===== src/rtl/vu_level_if.sv =====
`default_nettype none
// ============================================================================
// Module   : vu_level_if
// Brief    : Start/window request and level/bar/peak result bundle for vu_level.
// Revision : 1.0 - initial release
// ============================================================================
interface vu_level_if #(
    parameter int W = 128
);
    logic         start;
    logic [W-1:0] window;
    logic         busy;
    logic         done;
    logic [7:0]   level;
    logic [7:0]   bar;
    logic [7:0]   peak_bar;

    modport master (
        output start, window,
        input  busy, done, level, bar, peak_bar
    );

    modport slave (
        input  start, window,
        output busy, done, level, bar, peak_bar
    );
endinterface
`default_nettype wire


===== src/rtl/vu_level.sv =====
`default_nettype none
// ============================================================================
// Module   : vu_level
// Brief    : Scans a snapshot of N signed 8-bit samples for peak magnitude,
//            applies fall-off decay and drives an 8-segment thermometer bar.
//            Optional peak-hold marker enabled by defining VU_PEAK_HOLD_EN.
// Revision : 1.0 - initial release
// ============================================================================
module vu_level #(
    parameter int W     = 128,
    parameter int DECAY = 4,
    parameter int HOLD  = 8
) (
    input  wire logic   clk,
    input  wire logic   rst,
    vu_level_if.slave   bus
);

    localparam int          c_N      = W / 8;
    localparam int          c_IDX_W  = (c_N > 1) ? $clog2(c_N) : 1;
    localparam logic [7:0]  c_DECAY8 = 8'(DECAY);
    localparam logic [c_IDX_W-1:0] c_IDX_LAST = c_IDX_W'(c_N - 1);

    typedef enum logic [1:0] {
        S_IDLE   = 2'd0,
        S_SCAN   = 2'd1,
        S_UPDATE = 2'd2
    } state_t;

    state_t               r_state;
    state_t               w_state_nx;
    logic [W-1:0]         r_win;
    logic [c_IDX_W-1:0]   r_idx;
    logic [7:0]           r_pk_s;
    logic [7:0]           r_level;
    logic [7:0]           r_bar;
    logic [7:0]           r_peak_bar;
    logic                 r_done;

    logic [7:0]           w_sample;
    logic [7:0]           w_mag;
    logic [7:0]           w_level_nx;
    logic [7:0]           w_bar_nx;
    logic [7:0]           w_peak_bar_nx;

    always_ff @(posedge clk) begin
        if (!rst) r_state <= S_IDLE;
        else      r_state <= w_state_nx;
    end

    always_comb begin
        w_state_nx = r_state;
        case (r_state)
            S_IDLE:   if (bus.start) w_state_nx = S_SCAN;
            S_SCAN:   if (r_idx == c_IDX_LAST) w_state_nx = S_UPDATE;
            S_UPDATE: w_state_nx = S_IDLE;
            default:  w_state_nx = S_IDLE;
        endcase
    end

    // Two's-complement negate; -128 maps to 0x80 = 128 which fits unsigned 8 bits.
    assign w_sample = r_win[7:0];
    assign w_mag    = w_sample[7] ? (8'd0 - w_sample) : w_sample;

    always_comb begin
        w_level_nx = 8'd0;
        if (r_pk_s >= r_level)        w_level_nx = r_pk_s;
        else if (r_level > c_DECAY8)  w_level_nx = r_level - c_DECAY8;
        w_bar_nx = 8'd0;
        for (int k = 0; k < 8; k++) begin
            w_bar_nx[k] = (9'(w_level_nx) >= 9'(16 * (k + 1)));
        end
    end

`ifdef VU_PEAK_HOLD_EN
    localparam int c_HOLD_W = (HOLD > 0) ? $clog2(HOLD + 1) : 1;

    logic [7:0]          r_pkh;
    logic [c_HOLD_W-1:0] r_hold_cnt;
    logic [7:0]          w_pkh_nx;
    logic [c_HOLD_W-1:0] w_hold_cnt_nx;
    logic [3:0]          w_seg;

    always_comb begin
        w_pkh_nx      = r_pkh;
        w_hold_cnt_nx = r_hold_cnt;
        if (r_pk_s >= r_pkh) begin
            w_pkh_nx      = r_pk_s;
            w_hold_cnt_nx = c_HOLD_W'(HOLD);
        end else if (r_hold_cnt == '0) begin
            w_pkh_nx      = w_level_nx;
        end else begin
            w_hold_cnt_nx = r_hold_cnt - 1'b1;
        end
        w_seg         = (w_pkh_nx[7:4] > 4'd8) ? 4'd8 : w_pkh_nx[7:4];
        w_peak_bar_nx = (w_seg == 4'd0) ? 8'd0 : (8'd1 << (w_seg - 4'd1));
    end

    always_ff @(posedge clk) begin
        if (!rst) begin
            r_pkh      <= 8'd0;
            r_hold_cnt <= '0;
        end else if (r_state == S_UPDATE) begin
            r_pkh      <= w_pkh_nx;
            r_hold_cnt <= w_hold_cnt_nx;
        end
    end
`else
    assign w_peak_bar_nx = 8'd0;
`endif

    always_ff @(posedge clk) begin
        if (!rst) begin
            r_win      <= '0;
            r_idx      <= '0;
            r_pk_s     <= 8'd0;
            r_level    <= 8'd0;
            r_bar      <= 8'd0;
            r_peak_bar <= 8'd0;
            r_done     <= 1'b0;
        end else begin
            r_done <= 1'b0;
            case (r_state)
                S_IDLE: begin
                    if (bus.start) begin
                        r_win  <= bus.window;
                        r_pk_s <= 8'd0;
                        r_idx  <= '0;
                    end
                end
                S_SCAN: begin
                    r_win  <= r_win >> 8;
                    r_pk_s <= (w_mag > r_pk_s) ? w_mag : r_pk_s;
                    r_idx  <= r_idx + 1'b1;
                end
                S_UPDATE: begin
                    r_level    <= w_level_nx;
                    r_bar      <= w_bar_nx;
                    r_peak_bar <= w_peak_bar_nx;
                    r_done     <= 1'b1;
                end
                default: ;
            endcase
        end
    end

    assign bus.busy     = (r_state != S_IDLE);
    assign bus.done     = r_done;
    assign bus.level    = r_level;
    assign bus.bar      = r_bar;
    assign bus.peak_bar = r_peak_bar;

endmodule
`default_nettype wire


===== src/flat_wrapper.sv =====
// flat-port wrapper written by rule: the top's interface ports become plain ports
module vu_level_flat 
#(
    parameter int W     = 128,
    parameter int DECAY = 4,
    parameter int HOLD  = 8
)
  (clk, rst, bus_start, bus_window, bus_busy, bus_done, bus_level, bus_bar, bus_peak_bar);
  vu_level_if #(.W(W)) bus_i ();
  input  wire logic clk;
  input  wire logic rst;
  input wire logic [$bits(bus_i.start)-1:0] bus_start;
  input wire logic [$bits(bus_i.window)-1:0] bus_window;
  output wire logic [$bits(bus_i.busy)-1:0] bus_busy;
  output wire logic [$bits(bus_i.done)-1:0] bus_done;
  output wire logic [$bits(bus_i.level)-1:0] bus_level;
  output wire logic [$bits(bus_i.bar)-1:0] bus_bar;
  output wire logic [$bits(bus_i.peak_bar)-1:0] bus_peak_bar;
  assign bus_i.start = bus_start;
  assign bus_i.window = bus_window;
  assign bus_busy = bus_i.busy;
  assign bus_done = bus_i.done;
  assign bus_level = bus_i.level;
  assign bus_bar = bus_i.bar;
  assign bus_peak_bar = bus_i.peak_bar;
  vu_level #(.W(W), .DECAY(DECAY), .HOLD(HOLD)) u_core (.clk(clk), .rst(rst), .bus(bus_i));
endmodule

===== config.mk =====
export PLATFORM = sky130hd
export DESIGN_NAME = vu_level_flat
export DESIGN_NICKNAME = d
export VERILOG_FILES = /design/src/rtl/vu_level_if.sv /design/src/rtl/vu_level.sv /design/src/flat_wrapper.sv
export SDC_FILE = /design/constraint.sdc
export NUM_CORES = 1
export LEC_CHECK = 0
export BUFFER_PORTS_ARGS = -buffer_cell sky130_fd_sc_hd__buf_2
export CAP_MARGIN = 5
export CORE_UTILIZATION = 55
export DETAILED_ROUTE_END_ITERATION = 10
export PLACE_DENSITY_LB_ADDON = 0.2
export SYNTH_ARGS = -nofsm -noshare
export SYNTH_HDL_FRONTEND = slang
export SYNTH_SLANG_ARGS = --single-unit

===== constraint.sdc =====
create_clock -name clk -period 4.4 [get_ports clk]
set_input_delay 0 -clock clk [delete_from_list [all_inputs] [get_ports clk]]
set_output_delay 0 -clock clk [all_outputs]
set_load 0.005 [all_outputs]

Word-level counts from Yosys, hierarchy flattened:

Cells that the tools add are included.

* bits in registers: 159
* latch bits: 0
* memory bits (writable): 0
* bits in read-only memories: 0
* input port bits: 131
* output and inout bits: 26
* memories kept: 0

* $add $sub $neg: 3
* multiply operators: 0
* div/mod/pow operators: 0
* order comparisons: 11
* equality and inequality tests: 6
* shift operators: 0
* multiplexer cells: 14
* bitwise logic cells: 0
* reduce and logical (&&, ||, !) cells: 6

Operators by type and width (number)
* 128-bit case mux with 2 select lines: 1
* 128-bit two-way mux: 1
* 8-bit two-way mux: 5
* 8-bit by 7-bit >= comparator with 1-bit output (second input constant): 4
* 8-bit by 6-bit >= comparator with 1-bit output (second input constant): 2
* 8-bit case mux with 2 select lines: 1
* 8-bit by 5-bit >= comparator with 1-bit output (second input constant): 1
* 8-bit >= comparator: 1
* 8-bit >= comparator (second input constant): 1
* 8-bit by 3-bit > comparator with 1-bit output (second input constant): 1
* 8-bit > comparator: 1
* 4-bit case mux with 2 select lines: 1
* 1-bit by 8-bit subtractor with 8-bit output (first input constant): 1
* 8-bit by 3-bit subtractor with 8-bit output (second input constant): 1
* 4-bit by 1-bit adder with 4-bit output (second input constant): 1
* 4-bit equality test (second input constant): 1
* 2-bit two-way mux: 2
* 4-bit two-way mux: 1
* 2-bit by 1-bit inequality test with 1-bit output (second input constant): 2
* 2-bit case mux with 2 select lines: 1
* 2-bit AND reduction: 2
* 2-bit nonzero test: 2
* 3-bit AND reduction: 1
* 2-bit by 1-bit equality test with 1-bit output (second input constant): 1
* 4 further kinds: 4

Depth between registers and ports, before layout:

* depth after elaboration: 5
* depth in mapped cells: 13
* gate-level depth less buffers: 12

Worst setup path after synthesis:

OpenSTA, ideal clock, no wires.

* path kind: reg2reg
* start: reg u_core.r_win[2]
* end: reg u_core.r_pk_s[0]
* library setup time: 0.129 ns
* arrival: 2.409 ns
* required time: 4.271 ns
* setup slack: 1.862 ns
* cell stages (with the launch flop): 11
* buffers on the path: 1
* clock period less this slack: 2.538 ns
* cell sequence: dfxtp_1 > nor3_1 > nand3_1 > nor4b_1 > ha_1 > and4_1 > a21oi_1 > nand3_1 > o21ai_1 > clkbuf_1 > o21ai_0

* longest elaborated chain between the ends: 5

RTL lines
* from (decl): line vu_level.sv:32 `logic [W-1:0] r_win;`
* from (signal assigned): line vu_level.sv:126 `r_win <= bus.window;`
* from (signal assigned): line vu_level.sv:132 `r_win <= r_win >> 8;`
* 1-bit by 8-bit subtractor with 8-bit output: line vu_level.sv:63 `assign w_mag = w_sample[7] ? (8'd0 - w_sample) : w_sample;`
* 8-bit two-way mux *: line vu_level.sv:63
* 8-bit > comparator *: line vu_level.sv:133 `r_pk_s <= (w_mag > r_pk_s) ? w_mag : r_pk_s;`
* 2-bit by 1-bit inequality test with 1-bit output (no source line) *
* 3-bit AND reduction (no source line) *
* to (signal assigned): line vu_level.sv:133
* to (decl): line vu_level.sv:34 `logic [7:0] r_pk_s;`

Mark *: on every way between the ends. The rest lies on a longest branch, timed or not.
A chain may end at the register's enable or synchronous reset.

Final worst setup path:

* start: reg u_core.r_win[2]
* end: reg u_core.r_pk_s[2]

* longest elaborated chain between the ends: 5
* elaborated cells on any way between the ends: 7
* those cells by class: 1 x add/sub; 1 x order compare; 1 x eq/ne; 3 x mux; 1 x reduce/logical

RTL lines (line)
* 1-bit by 8-bit subtractor with 8-bit output: vu_level.sv:63
* 8-bit two-way mux *: vu_level.sv:63
* 8-bit > comparator: vu_level.sv:133
* 2-bit by 1-bit inequality test with 1-bit output (no source line)
* 3-bit AND reduction (no source line)

Mark *: on every way between the ends. The rest lies on a longest branch, timed or not. The select of a mux whose other input is x is not followed.

==> impl_metrics.csv <==
group,metric,value,unit
outcome,status,"complete, no violations",
drt,drc,0,
drt,routed_wl,20060,um
sta,worst_pin_slew,1.178,ns
global_routing,grt_use_total,26.38,%
setup_path,cp-start-kind,"register",
clock_network,post_cts_buffers,0,
clock_network,cts_tree,"yes",
floorplanning,coreArea,14530,sq um
floorplanning,dieArea,15400,sq um
global_routing,grt_pass1_wl,31640,um
setup_path,worstRegToRegCells,9,
logic_synthesis,yosysWarnings,0,
global_routing,met1_usage,33.66,%
sta,slew-limit-headroom,21.50,%
clock_network,cts.clk_slew.worst_paths,0.06,ns
pwr,p_leak,4.478,nW
global_routing,antenna_found_initial,0,
drt,dr.pass1.iters,5,
floorplanning,rows,44,
clock_network,cts_max_level,4,
setup_path,worstPathRequired,4.67,ns
sta,fmax,321.7,MHz
global_routing,grt_busiest_layer,"met2",
setup_path,reg2reg_from,"u_core.r_win[2]",
pwr,powerDensity,395.9,nW/um^2
clock_network,cts-root-buf,"clkbuf_16",
logic_synthesis,yosysSeqAreaShare,38.82,%
sta,drv_slew,0,
global_routing,grt_pass1_vias,6680,
setup_path,crit_path_end,"u_core.r_pk_s[2]",
setup_path,cp.arrival,3.38,ns
global_routing,grt_remaining_overflow,0,
pwr,finalPower,0.003917,W
cells_and_area,design_area,9893,sq um
setup_path,r2r_slack,1.29,ns
logic_synthesis,synthFlopType,"dfxtp_1",
cells_and_area,drive_gt1_share,27.48,%
clock_network,clock-sinks,159,
min_path,worstHoldStart,"bus_window[42]",
logic_synthesis,syn_avg_cell_area,8.463,sq um
floorplanning,die-width,124.1,um
setup_path,crit_type,"reg -> reg",
floorplanning,start_util,56.42,%
global_routing,met2_usage,43.47,%
drt,ant_nets,0,
drt,wire_per_inst,15.62,um
cells_and_area,final_util,68.07,%
cells_and_area,nets,1237,
logic_synthesis,ys_ff_latch,159,
clock_network,clock_path_buffers,2,
global_routing,use_met3,5.632,%
cells_and_area,area_growth,20.64,%
pwr,ir_worst_vdd,0.0002562,V
drt,initialDrtViolationCount,663,
job,cap_violations,0,
cells_and_area,fillers,1207,
place,portBuffers,148,
logic_synthesis,synth_cells,969,
place,hpwlAfterDp,12620,um
logic_synthesis,synth.distinct_cells,57,
sta,period_share,70.64,%
place,place_worst_setup_slack,1.326,ns
sta,fin_skew,0.007043,ns
floorplanning,die_h,124.1,um
sta,tns,0,ns
logic_synthesis,syn_area,8200,sq um
cells_and_area,multi_input_area,4534,sq um
setup_path,r2r_end,"u_core.r_pk_s[2]",
drt,vias,7337,
setup_path,crit_fanout,16,
sta,fin_crit,3.108,ns
logic_synthesis,synth_enable_flop_cells,0,
logic_synthesis,ys_async_sr_fraction,0,%
sta,final-hold-violation-count,0,
cells_and_area,layout.area.seq,3191,sq um
place,place_area,8876,sq um
min_path,hold_class,"in -> reg",
clock_network,numCtsBuffers,17,
place,gp_congestion,0.8343,
global_routing,grt_max_degree,132,
setup_path,critPathLaunch,"u_core.r_win[2]",
sta,rsz0062_at_grt,"false",
sta,worst_slack,1.292,ns
drt,viasPerCell,5.714,
floorplanning,pin_count,157,
setup_path,end_kind,"register",
clock_network,insertion_delay,0.43,ns
sta,setup_viol,0,
==> logic make-up (layout without fill, tap and decap cells) <==
family	Yosys count	after routing	share of synthesized area, %
AND/OR/NAND/NOR	369	369	22.29
AO/OA/AOI/OAI	287	287	28.33
flip-flops	159	159	38.82
buffers and inverters	123	246	6.332
adder cells (fa/ha/maj)	20	20	3.052
XOR/XNOR	6	6	0.6408
multiplexers	4	4	0.4883
other	1	9	0.04573
==> metal layers <==
layer | part of all wire (%) | vias to the layer above
met3 | 4.2 | 31
met4 | 1.8 | 0
met5 | 0 | -
met1 | 45 | 3431
li1 | - | 3699
met2 | 49 | 176
==> per-stage QoR <==
| step | std cells | hold slack (ns) |
|---|---|---|
| finish | 1284 | 0.01886 |
| global route | 1283 | 0.02582 |
| CTS | 1283 | 0.002319 |
| detailed placement | 1216 | 0.2678 |
| global placement | 1216 | 0.2576 |
| floorplan | 976 | 0.1707 |
==> cell usage after synthesis, drive strengths merged (5+ instances only) <==
| cell type | n | share of area [%] |
|---|---|---|
| dfxtp | 159 | 39 |
| nor2 | 108 | 4.9 |
| nor2b | 106 | 8.1 |
| a21oi | 101 | 6.2 |
| o221a | 95 | 13 |
| clkbuf | 77 | 3.5 |
| nand2 | 75 | 3.5 |
| nand3 | 45 | 2.7 |
| o211a | 26 | 3.2 |
| o21ai | 26 | 1.6 |
| buf | 24 | 1.8 |
| inv | 22 | 1.0 |
| ha | 20 | 3.1 |
| a22oi | 9 | 0.82 |
| nand4 | 7 | 0.53 |
| and2 | 6 | 0.46 |
| a21o | 5 | 0.46 |
| xnor2 | 5 | 0.53 |
==> worst min path at each step <==
stage                        endpoint  cells past startpoint  slack (ns)
floorplan           u_core.r_win[120]                      2        0.17
global placement    u_core.r_win[124]                      3        0.26
detailed placement  u_core.r_win[124]                      3        0.27
CTS                  u_core.r_win[25]                      4       0.002
global route         u_core.r_win[40]                      4        0.03
finish               u_core.r_win[42]                      4        0.02
==> critical path, stage by stage (launching register included) <==
cell and delay (ns):
dfxtp_1 0.35, nor3_1 0.28, nand3_1 0.14, nor4b_1 0.44
ha_1 0.34, and4_1 0.18, a21oi_1 0.17, nand3_1 0.09
o21ai_1 0.74, o21ai_0 0.22
==> cells in the final DEF (no fill, tap or decap), types with 4 or more instances in the layout <==
| cell | n |
|---|---|
| clkbuf_8 | 4 |
| and2_1 | 6 |
| buf_2 | 146 |
| nor2b_1 | 105 |
| a21o_1 | 5 |
| nand3_1 | 45 |
| mux2i_1 | 4 |
| o211a_1 | 26 |
| a22oi_1 | 9 |
| dlygate4sd3_1 | 35 |
| conb_1 | 8 |
| nand4_1 | 7 |
| clkinv_2 | 5 |
| nor2_1 | 107 |
| nand2_1 | 74 |
| dfxtp_1 | 157 |
| buf_4 | 9 |
| ha_1 | 20 |
| xnor2_1 | 5 |
| and3_1 | 4 |
| inv_1 | 22 |
| a21oi_1 | 101 |
| bufinv_16 | 5 |
| o21ai_0 | 24 |
| o221a_2 | 94 |
| clkbuf_16 | 17 |
==> where the power goes <==
group          leakage (nW)  internal [W]  switching (W)
sequential             1.32       0.00155      0.0000812
clock                 0.333       0.00106       0.000576
combinational          2.83      0.000321       0.000325
total                  4.48       0.00293       0.000982
==> sequential cells by signal, summed over array words and instances (netlist names) <==
name,cells
u_core.r_win,128
u_core.bus.bar,8
u_core.bus.level,8
u_core.r_pk_s,8
u_core.r_idx,4
u_core.r_state,2
u_core.bus.done,1
==> final cells by class <==
type	instances	share of cell area, %
antenna	1	0.02529
inverter	22	0.8347
clock buffer	21	4.856
timing repair buffer	192	12.01
clock inverter	11	1.859
multi-input combinational	694	45.83
tap	184	2.327
sequential	159	32.25
==> repair_timing <==
| item | CTS | global route |
|---|---|---|
| resized for setup | 0 | 0 |
| hold buffers | 35 | 0 |
| endpoints found under the hold margin | 35 | 0 |
No activity file was read; power rests on OpenSTA's default activity.
